## src/rtl/alu_pkg.sv

```systemverilog
// rtl/alu_pkg.sv - shared ALU control encoding, FSM states and slice op select
package alu_pkg;

  localparam logic [3:0] ALU_AND  = 4'd0;
  localparam logic [3:0] ALU_OR   = 4'd1;
  localparam logic [3:0] ALU_ADD  = 4'd2;
  localparam logic [3:0] ALU_XOR  = 4'd3;
  localparam logic [3:0] ALU_SUB  = 4'd10;
  localparam logic [3:0] ALU_SLT  = 4'd11;
  localparam logic [3:0] ALU_SLTU = 4'd12;

  typedef enum logic [1:0] {
    ST_IDLE = 2'd0,
    ST_RUN  = 2'd1,
    ST_DONE = 2'd2
  } state_t;

  typedef enum logic [2:0] {
    SOP_AND = 3'd0,
    SOP_OR  = 3'd1,
    SOP_XOR = 3'd2,
    SOP_ADD = 3'd3,
    SOP_SUB = 3'd4
  } slice_op_t;

  function automatic logic is_legal_ctrl(input logic [3:0] c);
    return (c == ALU_AND) || (c == ALU_OR) || (c == ALU_ADD) || (c == ALU_XOR) ||
           (c == ALU_SUB) || (c == ALU_SLT) || (c == ALU_SLTU);
  endfunction

endpackage

```

## src/rtl/alu_bit_slice.sv

```systemverilog
// rtl/alu_bit_slice.sv - combinational 1-bit ALU slice with explicit carry-in
module alu_bit_slice
  import alu_pkg::*;
(
  input  logic      a,
  input  logic      b,
  input  logic      cin,
  input  slice_op_t op,
  output logic      res,
  output logic      cout
);

  logic b_eff;

  always_comb begin
    res   = 1'b0;
    cout  = 1'b0;
    b_eff = (op == SOP_SUB) ? ~b : b;
    case (op)
      SOP_AND: res = a & b;
      SOP_OR:  res = a | b;
      SOP_XOR: res = a ^ b;
      SOP_ADD, SOP_SUB: begin
        res  = a ^ b_eff ^ cin;
        cout = (a & b_eff) | (a & cin) | (b_eff & cin);
      end
      default: begin
        res  = 1'b0;
        cout = 1'b0;
      end
    endcase
  end

endmodule

```

## src/rtl/alu_serial_seq.sv

```systemverilog
// rtl/alu_serial_seq.sv - bit-serial ALU sequencer, one slice evaluation per cycle LSB first
module alu_serial_seq
  import alu_pkg::*;
#(
  parameter int WIDTH = 32
) (
  input  logic             clk,
  input  logic             rst_n,
  input  logic             start,
  input  logic [3:0]       ctrl,
  input  logic [WIDTH-1:0] a,
  input  logic [WIDTH-1:0] b,
  output logic             busy,
  output logic             done,
  output logic [WIDTH-1:0] result,
  output logic             carry_out,
  output logic             overflow,
  output logic             zero,
  output logic             illegal
);

  localparam int CW = (WIDTH > 1) ? $clog2(WIDTH) : 1;
  localparam logic [CW-1:0] LAST_IDX = CW'(WIDTH - 1);

  state_t           state_q, state_d;
  logic [CW-1:0]    cnt_q, cnt_d;
  logic             cy_q, cy_d;
  logic [WIDTH-1:0] a_q, a_d, b_q, b_d;
  logic [3:0]       ctrl_q, ctrl_d;
  logic [WIDTH-2:0] sh_q, sh_d;
  logic [WIDTH-1:0] result_q, result_d;
  logic             carry_q, carry_d;
  logic             ovf_q, ovf_d;
  logic             zero_q, zero_d;
  logic             illegal_q, illegal_d;

  slice_op_t s_op;
  logic      s_res, s_cout;
  logic      msb_ovf, set_bit;

  always_comb begin
    case (ctrl_q)
      ALU_AND: s_op = SOP_AND;
      ALU_OR:  s_op = SOP_OR;
      ALU_XOR: s_op = SOP_XOR;
      ALU_ADD: s_op = SOP_ADD;
      default: s_op = SOP_SUB;
    endcase
  end

  alu_bit_slice u_slice (
    .a    (a_q[cnt_q]),
    .b    (b_q[cnt_q]),
    .cin  (cy_q),
    .op   (s_op),
    .res  (s_res),
    .cout (s_cout)
  );

  always_comb begin
    state_d   = state_q;
    cnt_d     = cnt_q;
    cy_d      = cy_q;
    a_d       = a_q;
    b_d       = b_q;
    ctrl_d    = ctrl_q;
    sh_d      = sh_q;
    result_d  = result_q;
    carry_d   = carry_q;
    ovf_d     = ovf_q;
    zero_d    = zero_q;
    illegal_d = illegal_q;
    msb_ovf   = cy_q ^ s_cout;
    set_bit   = 1'b0;

    case (state_q)
      ST_IDLE: begin
        if (start) begin
          if (is_legal_ctrl(ctrl)) begin
            a_d       = a;
            b_d       = b;
            ctrl_d    = ctrl;
            cnt_d     = '0;
            cy_d      = (ctrl == ALU_SUB) || (ctrl == ALU_SLT) || (ctrl == ALU_SLTU);
            illegal_d = 1'b0;
            state_d   = ST_RUN;
          end else begin
            result_d  = '0;
            carry_d   = 1'b0;
            ovf_d     = 1'b0;
            zero_d    = 1'b1;
            illegal_d = 1'b1;
            state_d   = ST_DONE;
          end
        end
      end

      ST_RUN: begin
        cy_d  = s_cout;
        cnt_d = cnt_q + CW'(1);
        // Shift register is one bit short: the MSB comes straight from the slice.
        if ((ctrl_q != ALU_SLT) && (ctrl_q != ALU_SLTU))
          sh_d = (WIDTH-1)'({s_res, sh_q} >> 1);
        if (cnt_q == LAST_IDX) begin
          state_d = ST_DONE;
          if ((ctrl_q == ALU_SLT) || (ctrl_q == ALU_SLTU)) begin
            set_bit  = (ctrl_q == ALU_SLT) ? (s_res ^ msb_ovf) : ~s_cout;
            result_d = {{(WIDTH-1){1'b0}}, set_bit};
            carry_d  = 1'b0;
            ovf_d    = 1'b0;
          end else begin
            result_d = {s_res, sh_q};
            carry_d  = (ctrl_q == ALU_ADD) || (ctrl_q == ALU_SUB) ? s_cout : 1'b0;
            ovf_d    = (ctrl_q == ALU_ADD) || (ctrl_q == ALU_SUB) ? msb_ovf : 1'b0;
          end
          zero_d = (result_d == '0);
        end
      end

      ST_DONE: state_d = ST_IDLE;

      default: state_d = ST_IDLE;
    endcase
  end

  always_ff @(posedge clk or negedge rst_n) begin
    if (!rst_n) begin
      state_q   <= ST_IDLE;
      cnt_q     <= '0;
      cy_q      <= 1'b0;
      a_q       <= '0;
      b_q       <= '0;
      ctrl_q    <= ALU_AND;
      sh_q      <= '0;
      result_q  <= '0;
      carry_q   <= 1'b0;
      ovf_q     <= 1'b0;
      zero_q    <= 1'b0;
      illegal_q <= 1'b0;
    end else begin
      state_q   <= state_d;
      cnt_q     <= cnt_d;
      cy_q      <= cy_d;
      a_q       <= a_d;
      b_q       <= b_d;
      ctrl_q    <= ctrl_d;
      sh_q      <= sh_d;
      result_q  <= result_d;
      carry_q   <= carry_d;
      ovf_q     <= ovf_d;
      zero_q    <= zero_d;
      illegal_q <= illegal_d;
    end
  end

  assign busy      = (state_q != ST_IDLE);
  assign done      = (state_q == ST_DONE);
  assign result    = result_q;
  assign carry_out = carry_q;
  assign overflow  = ovf_q;
  assign zero      = zero_q;
  assign illegal   = illegal_q;

endmodule

```

## config.mk

```make
export PLATFORM = sky130hd
export DESIGN_NAME = alu_serial_seq
export DESIGN_NICKNAME = d
export VERILOG_FILES = /design/src/rtl/alu_pkg.sv /design/src/rtl/alu_bit_slice.sv /design/src/rtl/alu_serial_seq.sv
export SDC_FILE = /design/constraint.sdc
export NUM_CORES = 1
export LEC_CHECK = 0
export BUFFER_PORTS_ARGS = -buffer_cell sky130_fd_sc_hd__buf_4
export CAP_MARGIN = 40
export CORE_MARGIN = 2
export CORE_UTILIZATION = 50
export DETAILED_ROUTE_END_ITERATION = 16
export GPL_TIMING_DRIVEN = 0
export MAX_ROUTING_LAYER = met4
export PLACE_DENSITY = 0.72
export SLEW_MARGIN = 25
export SYNTH_ARGS = -nofsm -noshare
export SYNTH_HDL_FRONTEND = slang
export SYNTH_SLANG_ARGS = --single-unit
export TNS_END_PERCENT = 50
```

## constraint.sdc

```tcl
create_clock -name clk -period 7.5 [get_ports clk]
set_clock_uncertainty 0.1 [all_clocks]
set_input_delay 1.5 -clock clk [delete_from_list [all_inputs] [get_ports clk]]
set_output_delay 1.5 -clock clk [all_outputs]
set_load 0.01 [all_outputs]
```

# Yosys cells after proc, flatten, opt, wreduce, memory -nomap -nowiden
# Cells that the tools add are included.
dict set report totals {
  ff_bits 143
  input_bits 71
  output_inout_bits 38
  elab_cells 119
}
dict set report op_classes {
  n_addsub 1
  order_cmp 1
  eq_ne 25
  n_mux 41
  bitwise 14
  reduce_logical 25
}
# cell count
set ops {}
lappend ops {{$mux 32} 6}
lappend ops {{$pmux 32 s2} 1}
lappend ops {{$logic_not 32->1} 1}
lappend ops {{$eq 4x4->1 const B} 6}
lappend ops {{$mux 1} 19}
lappend ops {{$eq 4x2->1 const B} 4}
lappend ops {{$pmux 3 s4} 1}
lappend ops {{$bmux 1 s5} 2}
lappend ops {{$logic_or 1x1->1} 10}
lappend ops {{$mux 5} 2}
lappend ops {{$pmux 5 s2} 1}
lappend ops {{$eq 4x1->1 const B} 2}
lappend ops {{$logic_not 4->1} 2}
lappend ops {{$ne 2x2->1 const B} 4}
lappend ops {{$ne 4x4->1 const B} 2}
lappend ops {{$pmux 1 s2} 4}
lappend ops {{$eq 3x2->1 const B} 2}
lappend ops {{$lt 5x6->1 const B} 1}
lappend ops {{$mux 2} 3}
lappend ops {{$reduce_and 2->1} 3}
lappend ops {{$reduce_and 3->1} 2}
lappend ops {{$add 5x1->5 const B} 1}
lappend ops {{$eq 5x5->1 const B} 1}
lappend ops {{$xor 1x1->1} 5}
lappend ops {{15 further kinds} 22}

# Logic depth before layout (Yosys ltp)
# Gate-level depths: netlist of the first run.
dict set report depth {
  word_depth 17
  depth_mapped 14
  mapped_depth_nobuf 13
}

# Modules after synthesis
# From an unflattened synthesis of the first run, not the netlist that was laid out.
dict set report hier_totals {
  hier_cells 506
  area_unflattened_um2 6271.0
}
# module n_inst cells_each area_per_inst_um2 seq_area_each_um2
set by_module_without_submodules {}
lappend by_module_without_submodules {alu_serial_seq 1 491 6143.4 3578.4}
lappend by_module_without_submodules {alu_bit_slice 1 15 127.6 0.0}

# Worst setup path before layout of the first run
# No wires, ideal clock.
dict set report synth_timing {
  kind {reg2reg}
  start {register cnt_q[0]}
  end {register zero_q (netlist: zero)}
  setup_ns 0.128
  t_arrival_ns 3.152
  required_ns 7.272
  setup_slack_ns 4.121
  path_stages_with_launch 14
  n_path_buf 1
  synth_period_minus_slack_ns 3.379
  cell_sequence {dfrtp_1 -> buf_6 -> mux4_1 -> mux2_2 -> or3_1 -> nand3_2 -> xnor2_1 -> fa_1 -> nor2_1 -> o21ai_0 -> o221ai_1 -> xor2_1 -> a41oi_1 -> o31ai_1}
}
dict set report synth_between {
  elab_chain_cells 17
  elab_cells_between_ends 31
  classes_between {eq/ne: 2; mux: 13; bitwise: 14; reduce/logical: 2}
}
# item line_no
set synth_lines {}
lappend synth_lines {{start, declared} alu_serial_seq.sv:26} ;# logic [CW-1:0] cnt_q, cnt_d;
lappend synth_lines {{start signal, assigned} alu_serial_seq.sv:142} ;# cnt_q <= cnt_d;
lappend synth_lines {{$bmux 1 s5} alu_serial_seq.sv:53} ;# .b (b_q[cnt_q]),
lappend synth_lines {{$mux 1 (implied by the code)} alu_serial_seq.sv:53}
lappend synth_lines {{$not 1->1} alu_bit_slice.sv:18} ;# b_eff = (op == SOP_SUB) ? ~b : b;
lappend synth_lines {{$mux 1} alu_bit_slice.sv:18}
lappend synth_lines {{$and 1x1->1} alu_bit_slice.sv:25} ;# cout = (a & b_eff) | (a & cin) | (b_eff & cin);
lappend synth_lines {{$or 1x1->1 (2 in a row)} alu_bit_slice.sv:25}
lappend synth_lines {{$mux 1} alu_bit_slice.sv:19} ;# case (op)
lappend synth_lines {{$xor 1x1->1} alu_serial_seq.sv:73} ;# msb_ovf = cy_q ^ s_cout;
lappend synth_lines {{$xor 1x1->1} alu_serial_seq.sv:107} ;# set_bit = (ctrl_q == ALU_SLT) ? (s_res ^ msb_ovf) : ~s_cout;
lappend synth_lines {{$mux 1} alu_serial_seq.sv:107}
lappend synth_lines {{$mux 32} alu_serial_seq.sv:106} ;# if ((ctrl_q == ALU_SLT) || (ctrl_q == ALU_SLTU)) begin
lappend synth_lines {{$mux 32} alu_serial_seq.sv:104} ;# if (cnt_q == LAST_IDX) begin
lappend synth_lines {{$mux 32} alu_serial_seq.sv:76} ;# case (state_q)
lappend synth_lines {{$logic_not 32->1} alu_serial_seq.sv:116} ;# zero_d = (result_d == '0);
lappend synth_lines {{$mux 1} alu_serial_seq.sv:104}
lappend synth_lines {{$pmux 1 s2} alu_serial_seq.sv:76}
lappend synth_lines {{end signal, assigned} alu_serial_seq.sv:151} ;# zero_q <= zero_d;
lappend synth_lines {{end, declared} alu_serial_seq.sv:34} ;# logic zero_q, zero_d;
# Parallel ways exist; a longest one is shown, timed or not. The select of a mux whose other input is x is not followed.
# A chain may end at the register's enable or synchronous reset.

# Worst setup path in the final report of the first run
dict set report layout_timing {
  start {register cnt_q[1]}
  end {register zero_q (netlist: zero)}
}
# The elaborated chain is that of the path after synthesis.

==> results of run 1 <==
path summary, 6_finish.rpt:
kind	from	to	slack, ps
setup reg to reg	cnt_q[1]$_DFFE_PN0P_	zero$_DFFE_PN0P_	3520
min in group asynchronous	rst_n	result[19]$_DFFE_PN0P_	960
hold / removal	result[13]$_DFFE_PN0P_	result[13]$_DFFE_PN0P_	380
hold reg to reg	result[13]$_DFFE_PN0P_	result[13]$_DFFE_PN0P_	380
setup / recovery	cnt_q[1]$_DFFE_PN0P_	zero$_DFFE_PN0P_	3520
max in group asynchronous	rst_n	b_q[13]$_DFFE_PN0P_	5600
routing by layer:
metal | wire length (um) | GRT usage | up-vias
met5 | 0 | - | -
met4 | 235 | 0.08413 | 0
met3 | 599 | 0.05701 | 24
met2 | 7077 | 0.3895 | 99
met1 | 5644 | 0.2753 | 2177
li1 | - | - | 2071
power groups by stage:
stage,Sequential [mW],Clock (mW),Combinational (mW)
2_1_floorplan,1.20,0,0.901
3_3_place_gp,1.22,0,1.20
3_5_place_dp,1.25,0,1.25
4_1_cts,1.24,0.995,1.26
5_1_grt,1.27,1.03,1.39
6_report,1.24,0.981,1.24
cell usage in the layout (no fill, tap or decap), types with 3 or more instances in the layout:
cell type	count
inv_1	7
clkinv_2	3
buf_4	108
clkbuf_8	5
mux4_1	14
or3_1	3
xnor2_1	4
nor4_1	7
ha_1	4
nand2b_1	3
buf_2	5
dfrtp_1	143
nor2_1	8
nor2b_1	4
nand2_1	139
clkbuf_1	15
clkbuf_16	17
buf_6	3
mux4_2	4
bufinv_16	6
nand3_1	4
mux2_2	68
o21ai_0	36
buf_1	4
mux2i_1	5
a21oi_1	9
kinds of logic after synthesis:
| family | after synthesis | share of synthesized area |
|---|---|---|
| and+or+nand+nor | 184 | 0.1264 |
| DFF | 143 | 0.5713 |
| muxes | 91 | 0.2034 |
| adders and majority gates | 5 | 0.01119 |
| xor gates and xnor gates | 5 | 0.006991 |
| AOI/OAI and AO/OA | 57 | 0.05074 |
| buffers and inverters | 37 | 0.02996 |
worst register-to-register path, stage by stage, from the launching register on:
cell	delay [ps]
dfrtp_1	350
clkbuf_1	430
buf_2	380
mux4_1	350
mux2i_1	210
nand3_1	150
nand3_2	160
xnor2_1	100
fa_1	510
nor2_1	40
o21ai_0	170
o221ai_1	230
xor2_1	220
a41oi_1	180
o31ai_1	290
state kept, by name (all words and copies together), names as in the netlist:
| name | flops |
|---|---|
| illegal | 1 |
| a_q | 32 |
| sh_q | 31 |
| state_q | 2 |
| cnt_q | 5 |
| overflow | 1 |
| carry_out | 1 |
| result | 32 |
| zero | 1 |
| ctrl_q | 4 |
| b_q | 32 |
| cy_q | 1 |
cell type report:
| class | count | area [um^2] |
|---|---|---|
| Clock buffer | 22 | 494.2 |
| Sequential cell | 143 | 3578 |
| Buffer | 29 | 157.7 |
| Clock inverter | 10 | 203.9 |
| Tap cell | 168 | 210.2 |
| Fill cell | 917 | 4094 |
| Timing Repair Buffer | 109 | 845.8 |
| Multi-Input combinational cell | 342 | 2497 |
| Inverter | 8 | 30.03 |
per-stage QoR:
| step | total power [mW] | instance area (um^2) | instances | setup WS, ps |
|---|---|---|---|---|
| 5_1_grt | 3.693 | 8018 | 831 | 3250 |
| 3_3_place_gp | 2.424 | 7284 | 798 | 3601 |
| 2_1_floorplan | 2.106 | 6264 | 522 | 4121 |
| 6_report | 3.462 | 8018 | 831 | 3522 |
| 3_5_place_dp | 2.497 | 7320 | 799 | 3513 |
| 4_1_cts | 3.493 | 8018 | 831 | 3513 |
==> flow_metrics.tcl, run 1 <==
set metrics [dict create \
    p_int_mw 2.368 \
    synth_area_um2 6264 \
    grt_overflow_total 0 \
    path_class "reg2reg" \
    clk-insertion-delay-late_ps 430 \
    async_reset_ff_frac 1.000 \
    nets 726 \
    cp_slowest_cell "fa_1" \
    drtPass1Iterations 4 \
    cts_buffers 17 \
    grt_max_degree 88 \
    synth_top_area_frac 0.5713 \
    wl_per_cell_um 16.31 \
    fp.dieH_um 115.9 \
    core-area_um2 12110 \
    tritoncts "built" \
    hp-class "reg2reg" \
    whs_path_depth 2 \
    clock_power_share 0.283 \
    cp.depth 14 \
    yosys-top-cells-count "143 x dfrtp_1, 139 x nand2_1, 68 x mux2_2, 36 x o21ai_0, 15 x clkbuf_1" \
    switching_share 0.3161 \
    pwr-share-seq 0.357 \
    clk_pin_slew_ps 60 \
    power_density_nw_per_um2 431.8 \
    synth_top_area_cell "dfrtp_1" \
    max_stage_delay_ps 510 \
    p_sw_mw 1.094 \
    critical_path.max_fanout 10 \
    root_buffer "clkbuf_16" \
    hold_violations 0 \
    crit_required_ps 7730 \
    synth.area.top_cells "dfrtp_1 57%, mux2_2 12%, nand2_1 8.3%" \
    timing.final.crit_share 0.5304 \
    rsz0062_at_grt "false" \
    r2r_cells 14 \
    synth.most_common_cell "dfrtp_1" \
    postSynthAreaPerCell_um2 12.00 \
    endpoint_kind "flop" \
    synth-main-ff-cell "dfrtp_1" \
    dp_hpwl_um 9722 \
    area_growth_pct 28.01 \
    die_w_um 115.9 \
    num_antenna_cells 0 \
    tightest_slew_ps 657.7 \
    status "complete, no violations" \
    hold_slack_ps 377.6 \
    p_comb_frac 0.360 \
    clock-sinks 143 \
    fp-row-count 40 \
    h-tree-depth 4 \
    peakVddDrop_v 0.0002121 \
    critPathTopFamily "compound AO/OA/AOI/OAI gates" \
    track_usage 0.2327 \
    synth-seq-cells 143 \
    slew_violations 0 \
    synth_edf_count 0 \
    yosysWarnings 0 \
    drive_gt1_frac 0.3469 \
    syn_nets 598 \
    io-pin-count 109 \
    vias 4371 \
    hold_buffers 0 \
    setup_violations 0 \
    critPathLaunchType "flop" \
    grt_pass1_wl_um 22910 \
    start_util 0.5171 \
    post-cts-setup-buffers 0 \
    synth_seq_area_share 0.5713 \
    grt_pass1_vias 4723 \
    drt-initial-drc-count 272 \
    gp_congestion 0.7998 \
    fmax_ghz 0.2514 \
    maxCapViolations 0 \
    critPathBufInv 2 \
    drc 0 \
    ant_nets 0 \
    wl_um 13560 \
    avgViaCountPerCell 5.260 \
    io_buffers 108 \
    syn_inst 522 \
    ctsResizeCount 0 \
    setup-tns-final_ps 0 \
    utilization 0.6620 \
    period_minus_slack_ps 3978 \
    leakage_nw 3.871 \
    worstPathCellList "clkbuf_1 -> buf_2 -> mux4_1 -> mux2i_1 -> nand3_1 -> nand3_2 -> xnor2_1 -> fa_1 -> nor2_1 -> o21ai_0 -> o221ai_1 -> xor2_1 -> a41oi_1 -> o31ai_1" \
    cp.arrival_ps 4210 \
    antenna_found_initial 0 \
    ys_types 46 \
    clockBufferDepth 2 \
    slew_headroom 0.5616 \
    die_area_um2 13440 \
]
(Power assumes the default switching activity.)
==> run 2: changes to the inputs <==
- PLACE_DENSITY: 0.72 -> 0.75
- clock period: 7.5 -> 3.3 ns (I/O delays scaled with it)
==> flow_metrics.tcl, run 2 (synthesis results as in run 1) <==
set metrics [dict create \
    hold_buffers 0 \
    leakage_nw 3.870 \
    drive_gt1_frac 0.3716 \
    gp_congestion 0.8483 \
    place_area_um2 7326 \
    avgViaCountPerCell 5.337 \
    num_antenna_cells 0 \
    peakVddDrop_v 0.0005495 \
    critPathLaunchType "flop" \
    core-area_um2 12110 \
    r2r-start "cnt_q[0]$_DFFE_PN0P_" \
    hp-class "in2async" \
    worstPathCellList "buf_12 -> mux4_2 -> mux2_4 -> or3_4 -> nand3_4 -> xnor2_2 -> fa_1 -> a21oi_2 -> xnor2_1 -> xor2_2 -> a41oi_2 -> a22o_1" \
    cts_buffers 17 \
    wl_um 13690 \
    fp-row-count 40 \
    drt-initial-drc-count 261 \
    die_w_um 115.9 \
    r2r_cells 12 \
    drc 0 \
    timing.rr.end "result[0]$_DFFE_PN0P_" \
    utilization 0.6662 \
    violations "negative setup slack" \
    vias 4472 \
    tightest_slew_ps 683.6 \
    critical_path.max_fanout 7 \
    antenna_found_initial 0 \
    io-pin-count 109 \
    slew_headroom 0.5443 \
    period_minus_slack_ps 3550 \
    start_util 0.5171 \
    die_area_um2 13440 \
    clock-sinks 143 \
    pwr-share-seq 0.340 \
    nets 733 \
    status "finished, violations left" \
    h-tree-depth 4 \
    clk_pin_slew_ps 60 \
    drtPass1Iterations 4 \
    setup_slack_ps -249.6 \
    slew_violations 0 \
    io_buffers 108 \
    max_stage_delay_ps 500 \
    clock_power_share 0.234 \
    rrSetupSlack_ps -250 \
    timing.final.crit_share 1.076 \
    grt_overflow_total 0 \
    hold_slack_ps 63.24 \
    ant_nets 0 \
    grt_max_degree 82 \
    setup_violations 4 \
    area_growth_pct 28.83 \
    endpoint_kind "flop" \
    hold_violations 0 \
    layout_commonest_cell "dfrtp_1" \
    final_cell_mix "143 x dfrtp_1, 138 x nand2_1, 114 x buf_4" \
    rsz0062_at_grt "true" \
    dp_hpwl_um 9590 \
    maxCapViolations 0 \
    clockBufferDepth 2 \
    wl_per_cell_um 16.33 \
    p_comb_frac 0.426 \
    cp.arrival_ps 3760 \
    tritoncts "built" \
    path_class "reg2reg" \
    p_sw_mw 2.771 \
    fmax_ghz 0.2817 \
    crit_required_ps 3510 \
    fp.dieH_um 115.9 \
    p_int_mw 5.496 \
    cp_slowest_cell "mux4_2" \
    switching_share 0.3352 \
    grt_pass1_vias 4677 \
    root_buffer "clkbuf_16" \
    grt_pass1_wl_um 22310 \
    track_usage 0.2256 \
    clk-insertion-delay-late_ps 420 \
    power_density_nw_per_um2 1025 \
    finalInstanceArea_um2 8069 \
]
==> run 2: through the flow <==
step | TNS [ps] | setup WS, ps | power, mW | cells
6_report | -632.5 | -249.6 | 8.267 | 838
5_1_grt | -1154 | -398.3 | 8.762 | 838
4_1_cts | -452.6 | -224.8 | 8.003 | 837
3_5_place_dp | -1468 | -559.7 | 5.758 | 799
3_3_place_gp | -1085 | -471.8 | 5.584 | 798
2_1_floorplan | 0 | 3.473 | 4.863 | 522
==> run 2: area by class of cell <==
type                            count  area (um^2)
Inverter                            8        30.03
Multi-Input combinational cell    342         2564
Tap cell                          168        210.2
Timing Repair Buffer              116        914.6
Buffer                             29        172.7
Clock inverter                     11        138.9
Fill cell                         927         4043
Clock buffer                       21        460.4
Sequential cell                   143         3578
==> run 2: metal layers <==
layer	share of wire	routed length (um)	track usage	vias up
li1	-	-	-	2088
met1	0.41	5668	0.2559	2224
met2	0.52	7084	0.3813	130
met3	0.046	635	0.05701	30
met4	0.022	297	0.09603	0
met5	0	0	-	-
==> run 2: worst max-delay path by stage <==
stage	slack [ps]	end	startpoint	cells past startpoint
after global placement	-470	result[0]$_DFFE_PN0P_	cnt_q[1]$_DFFE_PN0P_	11
after detailed placement	-560	result[0]$_DFFE_PN0P_	cnt_q[1]$_DFFE_PN0P_	11
final	-250	result[0]$_DFFE_PN0P_	cnt_q[0]$_DFFE_PN0P_	12
after CTS	-220	zero$_DFFE_PN0P_	cnt_q[0]$_DFFE_PN0P_	13
after floorplan	3	result[0]$_DFFE_PN0P_	cnt_q[0]$_DFFE_PN0P_	13
after global routing	-400	zero$_DFFE_PN0P_	cnt_q[0]$_DFFE_PN0P_	12
==> run 2: timing repair <==
action / CTS / global route
pin swaps: 6 / 9
buffers inserted: 6 / 1
resized for setup: 12 / 8
setup endpoints to repair: 5 / 4
==> run 2: power groups by stage <==
stage | Combinational, mW | Clock [mW] | Sequential [mW]
4_1_cts | 3.22 | 1.97 | 2.81
6_report | 3.52 | 1.93 | 2.81
3_3_place_gp | 2.80 | 0 | 2.78
5_1_grt | 3.81 | 2.05 | 2.90
2_1_floorplan | 2.12 | 0 | 2.74
3_5_place_dp | 2.93 | 0 | 2.83
==> run 2: worst max-delay path, delay by kind of cell (launching register included) <==
| kind | cells | cell delay, ps |
|---|---|---|
| AOI/OAI and AO/OA | 3 | 570 |
| xor gates and xnor gates | 3 | 500 |
| adders and majority gates | 1 | 500 |
| buffers and inverters | 1 | 150 |
| DFF | 1 | 390 |
| muxes | 2 | 790 |
| and+or+nand+nor | 2 | 440 |
